**src/rtl/richie_pkg.sv**
```systemverilog
// Shared types and constants for the Richie Jr fetch/decode front end.
package richie_pkg;

   localparam int unsigned AW_DEFAULT = 4;
   localparam int unsigned IW_DEFAULT = 8;

   localparam logic [IW_DEFAULT-AW_DEFAULT-1:0] OP_HALT = '1;

   typedef enum logic [1:0] {
      StIdle,
      StRun,
      StHalt
   } state_e;

   // Counts 0x10..0x1E through addresses 0..14, then halts at 15.
   localparam logic [IW_DEFAULT-1:0] DEFAULT_PROG [16] = '{
      8'h10, 8'h11, 8'h12, 8'h13, 8'h14, 8'h15, 8'h16, 8'h17,
      8'h18, 8'h19, 8'h1A, 8'h1B, 8'h1C, 8'h1D, 8'h1E, 8'hF0
   };

endpackage

```
**src/rtl/prog_mem.sv**
```systemverilog
// 16-entry program memory, combinational read. PROG_LOAD_EN adds a synchronous
// write port; otherwise the contents are the constant DEFAULT_PROG table.
module prog_mem
   import richie_pkg::*;
#(
   parameter int unsigned AW = AW_DEFAULT,
   parameter int unsigned IW = IW_DEFAULT
) (
`ifdef PROG_LOAD_EN
   input  logic          clk,
   input  logic          we,
   input  logic [AW-1:0] waddr,
   input  logic [IW-1:0] wdata,
`endif
   input  logic [AW-1:0] raddr,
   output logic [IW-1:0] rdata
);

`ifdef PROG_LOAD_EN
   // Power-up contents only; reset deliberately leaves the program intact.
   logic [IW-1:0] mem_q [16] = DEFAULT_PROG;

   always_ff @(posedge clk) begin
      if (we) begin
         mem_q[waddr] <= wdata;
      end
   end

   assign rdata = mem_q[raddr];
`else
   assign rdata = DEFAULT_PROG[raddr];
`endif

endmodule

```
**src/rtl/fetch_decode.sv**
```systemverilog
// Two-stage fetch/decode front end that also sequences progCounter via pc_en/pc_clr.
// Optional program load port enabled by defining PROG_LOAD_EN.
module fetch_decode
   import richie_pkg::*;
#(
   parameter int unsigned AW = AW_DEFAULT,
   parameter int unsigned IW = IW_DEFAULT
) (
   input  logic             clk,
   input  logic             res,
   input  logic             run,
   input  logic [AW-1:0]    pc,
`ifdef PROG_LOAD_EN
   input  logic             ld_we,
   input  logic [AW-1:0]    ld_addr,
   input  logic [IW-1:0]    ld_data,
`endif
   output logic             pc_en,
   output logic             pc_clr,
   output logic [IW-AW-1:0] opcode,
   output logic [AW-1:0]    operand,
   output logic [AW-1:0]    op_pc,
   output logic             op_vld,
   output logic             halted
);

   state_e           state_q, state_d;
   logic [IW-1:0]    ir_q, ir_d;
   logic [AW-1:0]    f_pc_q, f_pc_d;
   logic             f_vld_q, f_vld_d;
   logic [IW-AW-1:0] opcode_q, opcode_d;
   logic [AW-1:0]    operand_q, operand_d;
   logic [AW-1:0]    op_pc_q, op_pc_d;
   logic             op_vld_q, op_vld_d;
   logic             pc_en_q, pc_en_d;
   logic             pc_clr_q, pc_clr_d;
   logic             halted_q, halted_d;
   logic [IW-1:0]    mem_rdata;
   logic             halt_det;

   prog_mem #(
      .AW (AW),
      .IW (IW)
   ) u_prog_mem (
`ifdef PROG_LOAD_EN
      .clk   (clk),
      .we    (ld_we && (state_q == StIdle)),
      .waddr (ld_addr),
      .wdata (ld_data),
`endif
      .raddr (pc),
      .rdata (mem_rdata)
   );

   always_comb begin
      halt_det = f_vld_q && (ir_q[IW-1:AW] == OP_HALT);

      state_d = state_q;
      unique case (state_q)
         StIdle:  if (run) state_d = StRun;
         // HALT detection takes priority over a simultaneous run drop.
         StRun:   if (halt_det) state_d = StHalt;
                  else if (!run) state_d = StIdle;
         StHalt:  if (!run) state_d = StIdle;
         default: state_d = StIdle;
      endcase

      ir_d    = ir_q;
      f_pc_d  = f_pc_q;
      f_vld_d = 1'b0;
      if (state_q == StRun) begin
         ir_d    = mem_rdata;
         f_pc_d  = pc;
         f_vld_d = (state_d == StRun);
      end

      opcode_d  = ir_q[IW-1:AW];
      operand_d = ir_q[AW-1:0];
      op_pc_d   = f_pc_q;
      op_vld_d  = f_vld_q;

      pc_en_d  = (state_d == StRun);
      pc_clr_d = !pc_en_d;
      halted_d = (state_d == StHalt);
   end

   always_ff @(posedge clk) begin
      if (!res) begin
         state_q   <= StIdle;
         ir_q      <= '0;
         f_pc_q    <= '0;
         f_vld_q   <= 1'b0;
         opcode_q  <= '0;
         operand_q <= '0;
         op_pc_q   <= '0;
         op_vld_q  <= 1'b0;
         pc_en_q   <= 1'b0;
         pc_clr_q  <= 1'b1;
         halted_q  <= 1'b0;
      end else begin
         state_q   <= state_d;
         ir_q      <= ir_d;
         f_pc_q    <= f_pc_d;
         f_vld_q   <= f_vld_d;
         opcode_q  <= opcode_d;
         operand_q <= operand_d;
         op_pc_q   <= op_pc_d;
         op_vld_q  <= op_vld_d;
         pc_en_q   <= pc_en_d;
         pc_clr_q  <= pc_clr_d;
         halted_q  <= halted_d;
      end
   end

   assign pc_en   = pc_en_q;
   assign pc_clr  = pc_clr_q;
   assign opcode  = opcode_q;
   assign operand = operand_q;
   assign op_pc   = op_pc_q;
   assign op_vld  = op_vld_q;
   assign halted  = halted_q;

endmodule

```
**config.mk**
```make
export PLATFORM = sky130hd
export DESIGN_NAME = fetch_decode
export DESIGN_NICKNAME = d
export VERILOG_FILES = /design/src/rtl/richie_pkg.sv /design/src/rtl/prog_mem.sv /design/src/rtl/fetch_decode.sv
export SDC_FILE = /design/constraint.sdc
export NUM_CORES = 1
export LEC_CHECK = 0
export ABC_AREA = 1
export ABC_CLOCK_PERIOD_IN_PS = 1900
export BUFFER_PORTS_ARGS = -buffer_cell sky130_fd_sc_hd__buf_2
export CAP_MARGIN = 40
export CELL_PAD_IN_SITES_DETAIL_PLACEMENT = 0
export CELL_PAD_IN_SITES_GLOBAL_PLACEMENT = 1
export CORE_MARGIN = 5
export CORE_UTILIZATION = 42
export CTS_BUF_LIST = sky130_fd_sc_hd__clkbuf_8
export DETAILED_ROUTE_END_ITERATION = 12
export PLACE_DENSITY_LB_ADDON = 0.1
export SETUP_SLACK_MARGIN = 0.5
export SYNTH_ARGS = -nofsm -noshare
export SYNTH_HDL_FRONTEND = slang
export SYNTH_SLANG_ARGS = --single-unit
export TNS_END_PERCENT = 50
```
**constraint.sdc**
```tcl
create_clock -name clk -period 1.9 [get_ports clk]
set_input_delay 0.38 -clock clk [delete_from_list [all_inputs] [get_ports clk]]
set_output_delay 0.38 -clock clk [all_outputs]
set_load 0.02 [all_outputs]
```
# [Yosys cells after proc, flatten, opt, wreduce, memory -nomap -nowiden]
# Memory sizes are Yosys's and may differ from the RTL's. A register that Yosys moved wholly into a read port is not among the register bits.
# Cells that the tools add are included.
[op_classes] n_bitwise=1 mux=4 n_eq_ne=5 reduce_logical=5
[op_table] operator="2-to-1 mux 2 bit" n=3
[op_table] operator="one-hot mux 2 bit (3 select lines)" n=1
[op_table] operator="NOT 4 -> 5 bit" n=1
[op_table] operator="equality test 2 x 1 -> 1 bit, second input constant" n=2
[op_table] operator="equality test 2 bit, second input constant" n=2
[op_table] operator="equality test 4 bit, second input constant" n=1
[op_table] operator="zero test 1 bit" n=2
[op_table] operator="zero test 2 bit" n=1
[op_table] operator="AND reduction 2 bit" n=1
[op_table] operator="logical AND 1 bit" n=1
[totals] n_memories=1 word_cells=26 rom_bits=128 regBits=23 inputBits=7 out_inout_bits=16
[mem_list] name="(name not given)" words=16 word_bits=8 rd=1 rd_ports_with_merged_regs=1 write_ports=0 line="prog_mem.sv:31" rtl="assign rdata = DEFAULT_PROG[raddr];"

# [Logic depth before layout (Yosys ltp)]
# Gate-level depths: netlist of the first run.
[depth] ltp_word=6 ltp_mapped=5

# [Modules after synthesis]
# A second synthesis of the first run with hierarchy kept.
[hier_totals] hier_cells=135 area_unflattened_um2=1076.0
[modules_own_cells] module="fetch_decode" n_inst=1 seq_area_each_um2=620.6 area_per_inst_um2=984.7 cells_each=117
[modules_own_cells] module="prog_mem" n_inst=1 seq_area_each_um2=0.0 area_per_inst_um2=91.3 cells_each=18

# [Worst setup path after synthesis of the first run]
# Ideal clock, no wire load.
[synth_timing] path_kind="flip-flop to output port" startpoint="register opcode_q[2], in the netlist opcode[2]" endpoint="output opcode[2]" path_stages_with_launch=2 slack_ps=903 arrival_time_ps=617 path_buffers=1 cell_sequence="dfxtp_1 -> buf_4"
[synth_lines] item="from (decl)" line="fetch_decode.sv:31" rtl="logic [IW-AW-1:0] opcode_q, opcode_d;"
[synth_lines] item="from (signal assigned)" line="fetch_decode.sv:105" rtl="opcode_q <= opcode_d;"
[synth_lines] item="to (decl)" line="fetch_decode.sv:20" rtl="output logic [IW-AW-1:0] opcode,"
# No word-level cell between the ends.

==> results of run 1 <==
-- layer usage --
layer | vias up | global-route usage (%) | routed length (µm) | share of wire (%)
li1 | 340 | - | - | -
met1 | 260 | 14.2 | 745 | 51
met2 | 16 | 15.0 | 588 | 40
met3 | 2 | 2.78 | 113 | 7.8
met4 | 0 | 5.08 | 8 | 0.55
met5 | - | 0 | 0 | 0
-- worst min-delay path: stages --
cell,delay (ns)
buf_2,0.11
nand2_1,0.05
nor2_1,0.05
o21ai_2,0.07
-- flip-flops by register name (all words and copies together), names as in the netlist --
name and count:
pc_en 1, f_pc_q 4, operand 4, halted 1
pc_clr 1, op_vld 1, ir_q 6, state_q 2
f_vld_q 1, opcode 2, op_pc 4
-- area by class of cell --
class / count / area (µm²)
fill: 194 / 936
sequential: 27 / 541
clock inverter: 1 / 7.51
inverter: 21 / 78.8
tap: 27 / 33.8
multi-input combinational: 46 / 234
timing repair buffer: 22 / 110
clock buffer: 3 / 41.3
-- cells in the mapped netlist, drive strengths merged --
master and count:
dfxtp 27, inv 21, nand2 21, o21ai 12, nand4 5, nor2 5
buf 4, nand3 3
-- logic make-up after synthesis --
group | count (synthesis) | synth area share, %
AND/OR/NAND/NOR | 34 | 18.3
flip-flops | 27 | 60.9
buffers and inverters | 25 | 12.7
AO/OA/AOI/OAI | 12 | 8.04
-- worst max path at each step --
stage	slack, ns	start	endpoint	depth (start not counted)
finish	0.75	opcode[2]$_SDFF_PN0_	opcode[3]	1
global route	0.67	opcode[2]$_SDFF_PN0_	opcode[3]	1
CTS	0.74	opcode[2]$_SDFF_PN0_	opcode[3]	1
detailed placement	0.76	res	pc_clr$_SDFF_PN1_	4
global placement	0.80	res	pc_clr$_SDFF_PN1_	4
floorplan	0.90	opcode[2]$_SDFF_PN0_	opcode[2]	1
-- through the flow --
step / std cells / setup slack [ns]
CTS: 147 / 0.742
finish: 147 / 0.755
global route: 147 / 0.673
floorplan: 98 / 0.903
global placement: 143 / 0.798
detailed placement: 143 / 0.759
-- power by group through the flow --
stage	registers, W	logic (W)	clock network [W]
2_1_floorplan	0.000616	0.0000343	0
3_3_place_gp	0.000605	0.0000652	0
3_5_place_dp	0.000605	0.0000661	0
4_1_cts	0.000592	0.0000664	0.000328
5_1_grt	0.000595	0.0000747	0.000355
6_report	0.000592	0.0000653	0.000318
==> reports/qor.yml, run 1 <==
final_layout:
  fin_nets: 128
  postLayoutCoreUtil_pct: 52.8
  finalInstanceArea_um2: 1050
  area_growth_pct: 17.9
  layout_commonest_cell: "dfxtp_1"
  final_cell_mix: "dfxtp_1, buf_2, nand2_1"
  drive_gt1_share_pct: 27.5
  antenna_cells: 0
setup_path:
  crit_family: "flip-flops"
  r2r_end: "f_pc_q[3]$_SDFFE_PN0P_"
  slowest_delay_ns: 0.34
  ff2ff_setup_slack_ns: 0.92
  crit_fanout: 3
  crit_chain: "buf_2"
  cp_slowest_cell: "dfxtp_1"
  critical_path_buf_inv_count: 1
  required_ns: 1.52
  path_class: "reg2out"
  worstPathArrival_ns: 0.77
  r2r_start: "state_q[1]$_SDFF_PN0_"
  r2r_cells: 3
  start_kind: "flop"
  end_kind: "output port"
pwr:
  switching_share_pct: 22.6
  power_leakage_nw: 0.585
  ir_drop_v: 0.000440
  power_w: 0.000975
  p_comb_share_pct: 6.7
  p_switching_w: 0.000220
  p_per_area_nw_per_um2: 932
  power_frac_clock_pct: 32.6
  pwr-share-seq_pct: 60.7
  internal_power_w: 0.000755
clocking:
  htree_levels: 1
  clk_pin_slew_worst_paths_ns: 0.09
  cts_tree: "done"
  cts_buffers: 3
  clk_latency_ns: 0.26
  post_cts_buffers: 0
  cts.path.max_buffers: 2
  cts_resized: 0
  cts_hold_buffers: 0
  cts-root-buf: "clkbuf_8"
  cts.sinks: 27
routing:
  vias: 618
  drcViolationCount: 0
  vias_per_cell: 4.20
  drt_iter0_drc: 6
  dr.pass1.iters: 3
  antenna_left: 0
  drt-total-wl_mm: 1.46
  wl_per_cell_um: 9.90
sta:
  rsz0062_at_grt: "no"
  finalHoldWorstSlack_ns: 0.419
  clock_skew_ns: 0.00568
  max-slew-margin-rel_pct: 78.9
  worstMarginPinSlew_ns: 0.317
  finalSetupViolCount: 0
  min_period_over_period_pct: 60.3
  setup_tns_ns: 0
  final-max-slew-violation-count: 0
  fmax_mhz: 873
  period_needed_ns: 1.15
  hold_viol: 0
yosys:
  seq_area_frac_synth_pct: 60.9
  yosys.area.top_type_share_pct: 60.9
  synth_cell_types: 14
  synthTopCellsByArea: "dfxtp_1, nand2_1, inv_1, o21ai_1, nand4_1"
  synthesis.area_um2: 887
  postSynthAreaPerCell_um2: 9.05
  synthesis.nets: 105
  synth_cells: 98
  ys_ff_latch: 27
  yosysTopAreaCell: "dfxtp_1"
  ys_warn_count: 0
floorplanning:
  initial_core_util_pct: 44.8
  dieArea_um2: 3130
  core_area_um2: 1980
  chipWidth_um: 56.0
  chipHeight_um: 56.0
  rows: 16
  io_pins: 23
job:
  maxCapViolCount: 0
grt:
  antenna_found_initial: 0
  grt_usage_pct: 10.4
  grt_pass1_wl_mm: 2.64
  grt_overflow: 0
  grt_pass1_vias: 578
  grt_start_max_net_pins: 19
placement:
  place_area_um2: 997
  hpwl_mm: 1.09
  gp_congestion: 0.735
  port_buffers: 22
hold_path:
  min_from: "run"
  hold_class: "in2reg"
  holdPathStages: 4
  holdPathEnd: "pc_clr$_SDFF_PN1_"
outcome:
  outcome: "finished clean"
Power figures use the tool's default switching activity.
==> run 2: changes to the inputs <==
Settings changed: ABC_AREA 1 to 0, ABC_CLOCK_PERIOD_IN_PS 1900 to 1020, CORE_ASPECT_RATIO set to 1.75, CORE_UTILIZATION 42 to 36.
Clock period 1.9 ns to 1.02 ns, I/O delays scaled along.
==> reports/qor.yml, run 2 <==
sta:
  rsz0062_at_grt: "yes"
  setup_tns_ns: 0
  max-slew-margin-rel_pct: 84.8
  final-max-slew-violation-count: 0
  worstMarginPinSlew_ns: 0.228
  fmax_mhz: 1050
  setup_slack_ns: 0.0647
  period_needed_ns: 0.955
  min_period_over_period_pct: 93.7
  hold_viol: 0
  clock_skew_ns: 0.00319
  finalSetupViolCount: 0
routing:
  dr_wl_met3_um: 91
  drcViolationCount: 0
  topRoutingLayerUsed: "met4"
  wl_per_cell_um: 13.2
  drt-total-wl_mm: 1.86
  wl_met1_um: 758
  antenna_left: 0
  vias_per_cell: 4.91
  drt_iter0_drc: 8
  vias: 693
  dr.pass1.iters: 4
  routed-wl-met2_um: 984
yosys:
  synth_most_common_cell: "dfxtp_1"
  seq_area_frac_synth_pct: 59.8
  synthesis.nets: 96
  synth_cell_types: 20
  yosysTopAreaCell: "dfxtp_1"
  ys_ff_latch: 27
  synth_cells: 89
  postSynthAreaPerCell_um2: 10.2
  synthArstFlopShare_pct: 0
  ys_warn_count: 0
  synth_common_cells: "dfxtp_1, nand2_1, and2_1"
  synth_edf_count: 0
  synthesis.area_um2: 905
  synthTopCellsByArea: "dfxtp_1, nand2_1, and2_1, a21boi_2, nand3_1"
  synthFlopType: "dfxtp_1"
  yosys.area.top_type_share_pct: 59.8
clocking:
  htree_levels: 1
  cts_hold_buffers: 0
  cts_tree: "done"
  cts.sinks: 27
  cts.path.max_buffers: 2
  cts-root-buf: "clkbuf_8"
  clk_pin_slew_worst_paths_ns: 0.08
  cts_buffers: 3
  clk_latency_ns: 0.26
placement:
  hpwl_mm: 1.17
  gp_congestion: 0.747
  dp_slack_ns: 0.0210
  port_buffers: 22
final_layout:
  regMostFlops: "ir_q"
  largest_reg_flops: 6
  fill_cells: 246
  drive_gt1_share_pct: 54.8
  antenna_cells: 0
  final_cell_mix: "buf_6, nand2_1, dfxtp_2"
  layout_commonest_cell: "buf_6"
  area_growth_pct: 42.9
  fin_nets: 123
floorplanning:
  rows: 24
  initial_core_util_pct: 36.7
  chipWidth_um: 47.9
  dieArea_um2: 3660
  io_pins: 23
  core_area_um2: 2460
  chipHeight_um: 76.3
pwr:
  power_leakage_nw: 0.550
  p_per_area_nw_per_um2: 1440
  ir_drop_v: 0.000769
setup_path:
  worstPathArrival_ns: 0.75
  cp_slowest_cell: "dfxtp_4"
  end_kind: "output port"
  start_kind: "flop"
  required_ns: 0.82
  crit_fanout: 3
  critical_path_buf_inv_count: 1
  path_class: "reg2out"
  slowest_delay_ns: 0.36
  crit_chain: "buf_6"
  crit_family: "flip-flops"
outcome:
  outcome: "finished clean"
hold_path:
  hold_class: "in2reg"
grt:
  grt_start_max_net_pins: 17
  antenna_found_initial: 0
  grt_pass1_wl_mm: 3.19
  grt_usage_pct: 11.9
  grt_overflow: 0
  grt_pass1_vias: 695
job:
  maxCapViolCount: 0
## run 2: cell types whose count changed after synthesis, moves of 2 or more
cell and delta:
nor2_1 -4, nand3_1 +4, and2_1 +11, o21ai_1 -7, a21boi_2 +4, o21ai_2 -3
inv_1 -18, inv_2 -2
## run 2: logic make-up (layout without fill, tap and decap cells)
| family | count (synthesis) | after routing | synth area share (%) |
|---|---|---|---|
| simple gates | 47 | 49 | 26.4 |
| flops | 27 | 27 | 59.8 |
| buf+inv | 7 | 31 | 5.25 |
| compound gates | 8 | 8 | 8.57 |
## run 2: final cells by class
type                    count  area, µm²  share of cell area [%]
clock buffers               3       41.3                    3.19
clock inverters             1       3.75                   0.290
inverters                   1       3.75                   0.290
multi-input cells          57        389                    30.1
flip-flops and latches     27        566                    43.8
well taps                  26       32.5                    2.52
repair buffers             26        256                    19.8
## run 2: repair_timing
action                     in CTS  in global routing
setup endpoints to repair      43                 43
cloned                          2                  0
gates resized for setup        45                 14
pin swaps                       6                  2
setup buffers                   2                  0
## run 2: worst paths after layout
kind         cells after the start                      to                    from  slack, ns
min                              3  f_pc_q[2]$_SDFFE_PN0P_                   pc[2]       0.23
max reg2reg                      3    ir_q[6]$_SDFFE_PN0P_   state_q[0]$_SDFF_PN0_       0.12
min reg2reg                      2  f_pc_q[2]$_SDFFE_PN0P_  f_pc_q[2]$_SDFFE_PN0P_       0.46
max                              1               opcode[1]    opcode[2]$_SDFF_PN0_       0.06
## run 2: per-layer routing
layer	vias to the layer above	GRT usage, %
met1	331	13.8
met3	2	2.84
met5	-	0
met4	0	6.47
li1	345	-
met2	15	18.7
## run 2: worst min-delay path, stage by stage
cell and delay [ns]:
buf_2 0.14, nand2_2 0.07, a21boi_2 0.04
## run 2: where the power goes
part,internal [W],switching (W)
clock network,0.000269,0.000303
registers,0.00109,0.0000167
logic,0.0000894,0.0000993
## run 2: per-stage QoR
step / power, W / utilization (%) / std cells / cell area [µm²] / hold WS, ns
floorplan: 0.00122 / - / 89 / 946 / 0.340
global placement: 0.00127 / 42.7 / 133 / 1050 / 0.439
detailed placement: 0.00127 / 42.7 / 133 / 1050 / 0.446
CTS: 0.00188 / 51.1 / 141 / 1260 / 0.224
global route: 0.00196 / 52.5 / 141 / 1290 / 0.217
finish: 0.00187 / 52.5 / 141 / 1290 / 0.229
==> run 3: changes to the inputs <==
Settings changed: SETUP_SLACK_MARGIN 0.5 to 0.4.
==> reports/qor.yml, run 3 (synthesis results as in run 2) <==
sta:
  min_period_over_period_pct: 93.6
  max-slew-margin-rel_pct: 87.9
  rsz0062_at_grt: "yes"
  fmax_mhz: 1050
  finalSetupViolCount: 0
  worstMarginPinSlew_ns: 0.181
  period_needed_ns: 0.955
  clock_skew_ns: 0.00539
  finalHoldWorstSlack_ns: 0.225
  setup_tns_ns: 0
  final-max-slew-violation-count: 0
  hold_viol: 0
clocking:
  cts_tree: "done"
  cts-root-buf: "clkbuf_8"
  cts_hold_buffers: 0
  htree_levels: 1
  cts.sinks: 27
  cts.path.max_buffers: 2
  clk_latency_ns: 0.27
  cts_buffers: 3
  clk_pin_slew_worst_paths_ns: 0.09
setup_path:
  cp_slowest_cell: "dfxtp_4"
  required_ns: 0.82
  path_class: "reg2out"
  critical_path_buf_inv_count: 1
  crit_fanout: 3
  end_kind: "output port"
  crit_family: "flip-flops"
  slowest_delay_ns: 0.36
  start_kind: "flop"
  crit_chain: "buf_6"
  worstPathArrival_ns: 0.75
grt:
  grt_usage_pct: 11.2
  antenna_found_initial: 0
  grt_pass1_wl_mm: 3.04
  grt_overflow: 0
  grt_pass1_vias: 658
  grt_start_max_net_pins: 16
final_layout:
  antenna_cells: 0
  area.sequential_um2: 566
  largest_reg_flops: 6
  fill_cells: 244
  drive_gt1_share_pct: 51.3
  area_growth_pct: 42.5
  layout_commonest_cell: "nand2_1"
  fin_nets: 125
  postLayoutCoreUtil_pct: 52.3
  regMostFlops: "ir_q"
  final_cell_mix: "nand2_1, buf_6, dfxtp_2"
  multi_input_area_um2: 358
routing:
  drcViolationCount: 0
  vias: 674
  topRoutingLayerUsed: "met4"
  drt_iter0_drc: 2
  routed-wl-met2_um: 901
  wl_met1_um: 732
  antenna_left: 0
  drt-total-wl_mm: 1.75
  dr_wl_met3_um: 99
  dr.pass1.iters: 4
  wl_per_cell_um: 12.3
  vias_per_cell: 4.71
pwr:
  switching_share_pct: 22.6
  p_switching_w: 0.000426
  power_frac_clock_pct: 31.3
  p_comb_share_pct: 10.0
  power_leakage_nw: 0.554
  p_per_area_nw_per_um2: 1460
  power_w: 0.00188
  ir_drop_v: 0.000824
  pwr-share-seq_pct: 58.7
  internal_power_w: 0.00146
floorplanning:
  io_pins: 23
  chipHeight_um: 76.3
  initial_core_util_pct: 36.7
  chipWidth_um: 47.9
  core_area_um2: 2460
  dieArea_um2: 3660
  rows: 24
outcome:
  outcome: "finished clean"
placement:
  gp_congestion: 0.700
  hpwl_mm: 1.18
  port_buffers: 22
job:
  maxCapViolCount: 0
hold_path:
  hold_class: "in2reg"
## run 3: stage by stage
stage / area [µm²] / setup WS (ns) / cells
2_1_floorplan: 926 / 0.179 / 89
3_5_place_dp: 1040 / -0.0187 / 134
4_1_cts: 1190 / 0.0613 / 143
6_report: 1290 / 0.0654 / 143
3_3_place_gp: 1040 / 0.0283 / 134
5_1_grt: 1290 / 0.0267 / 143
## run 3: metal layers
layer	global-route usage [%]	vias up
li1	-	349
met1	14.8	308
met2	16.4	15
met3	2.60	2
met4	5.66	0
met5	0	-
## run 3: power groups by stage
stage / combinational, W / clock (W) / sequential [W]
final: 0.000188 / 0.000589 / 0.00110
after global routing: 0.000205 / 0.000676 / 0.00111
after CTS: 0.000175 / 0.000615 / 0.00110
after detailed placement: 0.000141 / 0 / 0.00113
after global placement: 0.000138 / 0 / 0.00113
after floorplan: 0.0000736 / 0 / 0.00115
## run 3: timing repair
item	CTS	global route
cloned	1	0
endpoints found under the setup margin	32	32
pin swaps	1	0
buffers inserted	4	0
resized for setup	17	38
## run 3: cell type report
class	instances	share of cell area, %
multi-input cells	56	27.8
repair buffers	29	21.9
clock inverters	1	0.388
inverters	1	0.291
clock buffers	3	3.20
well taps	26	2.52
flip-flops and latches	27	43.9
## run 3: final timing paths
path	start	end	slack, ns	cells after the start
hold / removal	pc[2]	f_pc_q[2]$_SDFFE_PN0P_	0.23	3
setup / recovery	opcode[2]$_SDFF_PN0_	opcode[2]	0.07	1
setup reg to reg	state_q[0]$_SDFF_PN0_	ir_q[6]$_SDFFE_PN0P_	0.11	4
hold reg to reg	ir_q[2]$_SDFFE_PN0P_	operand[2]$_SDFF_PN0_	0.46	1
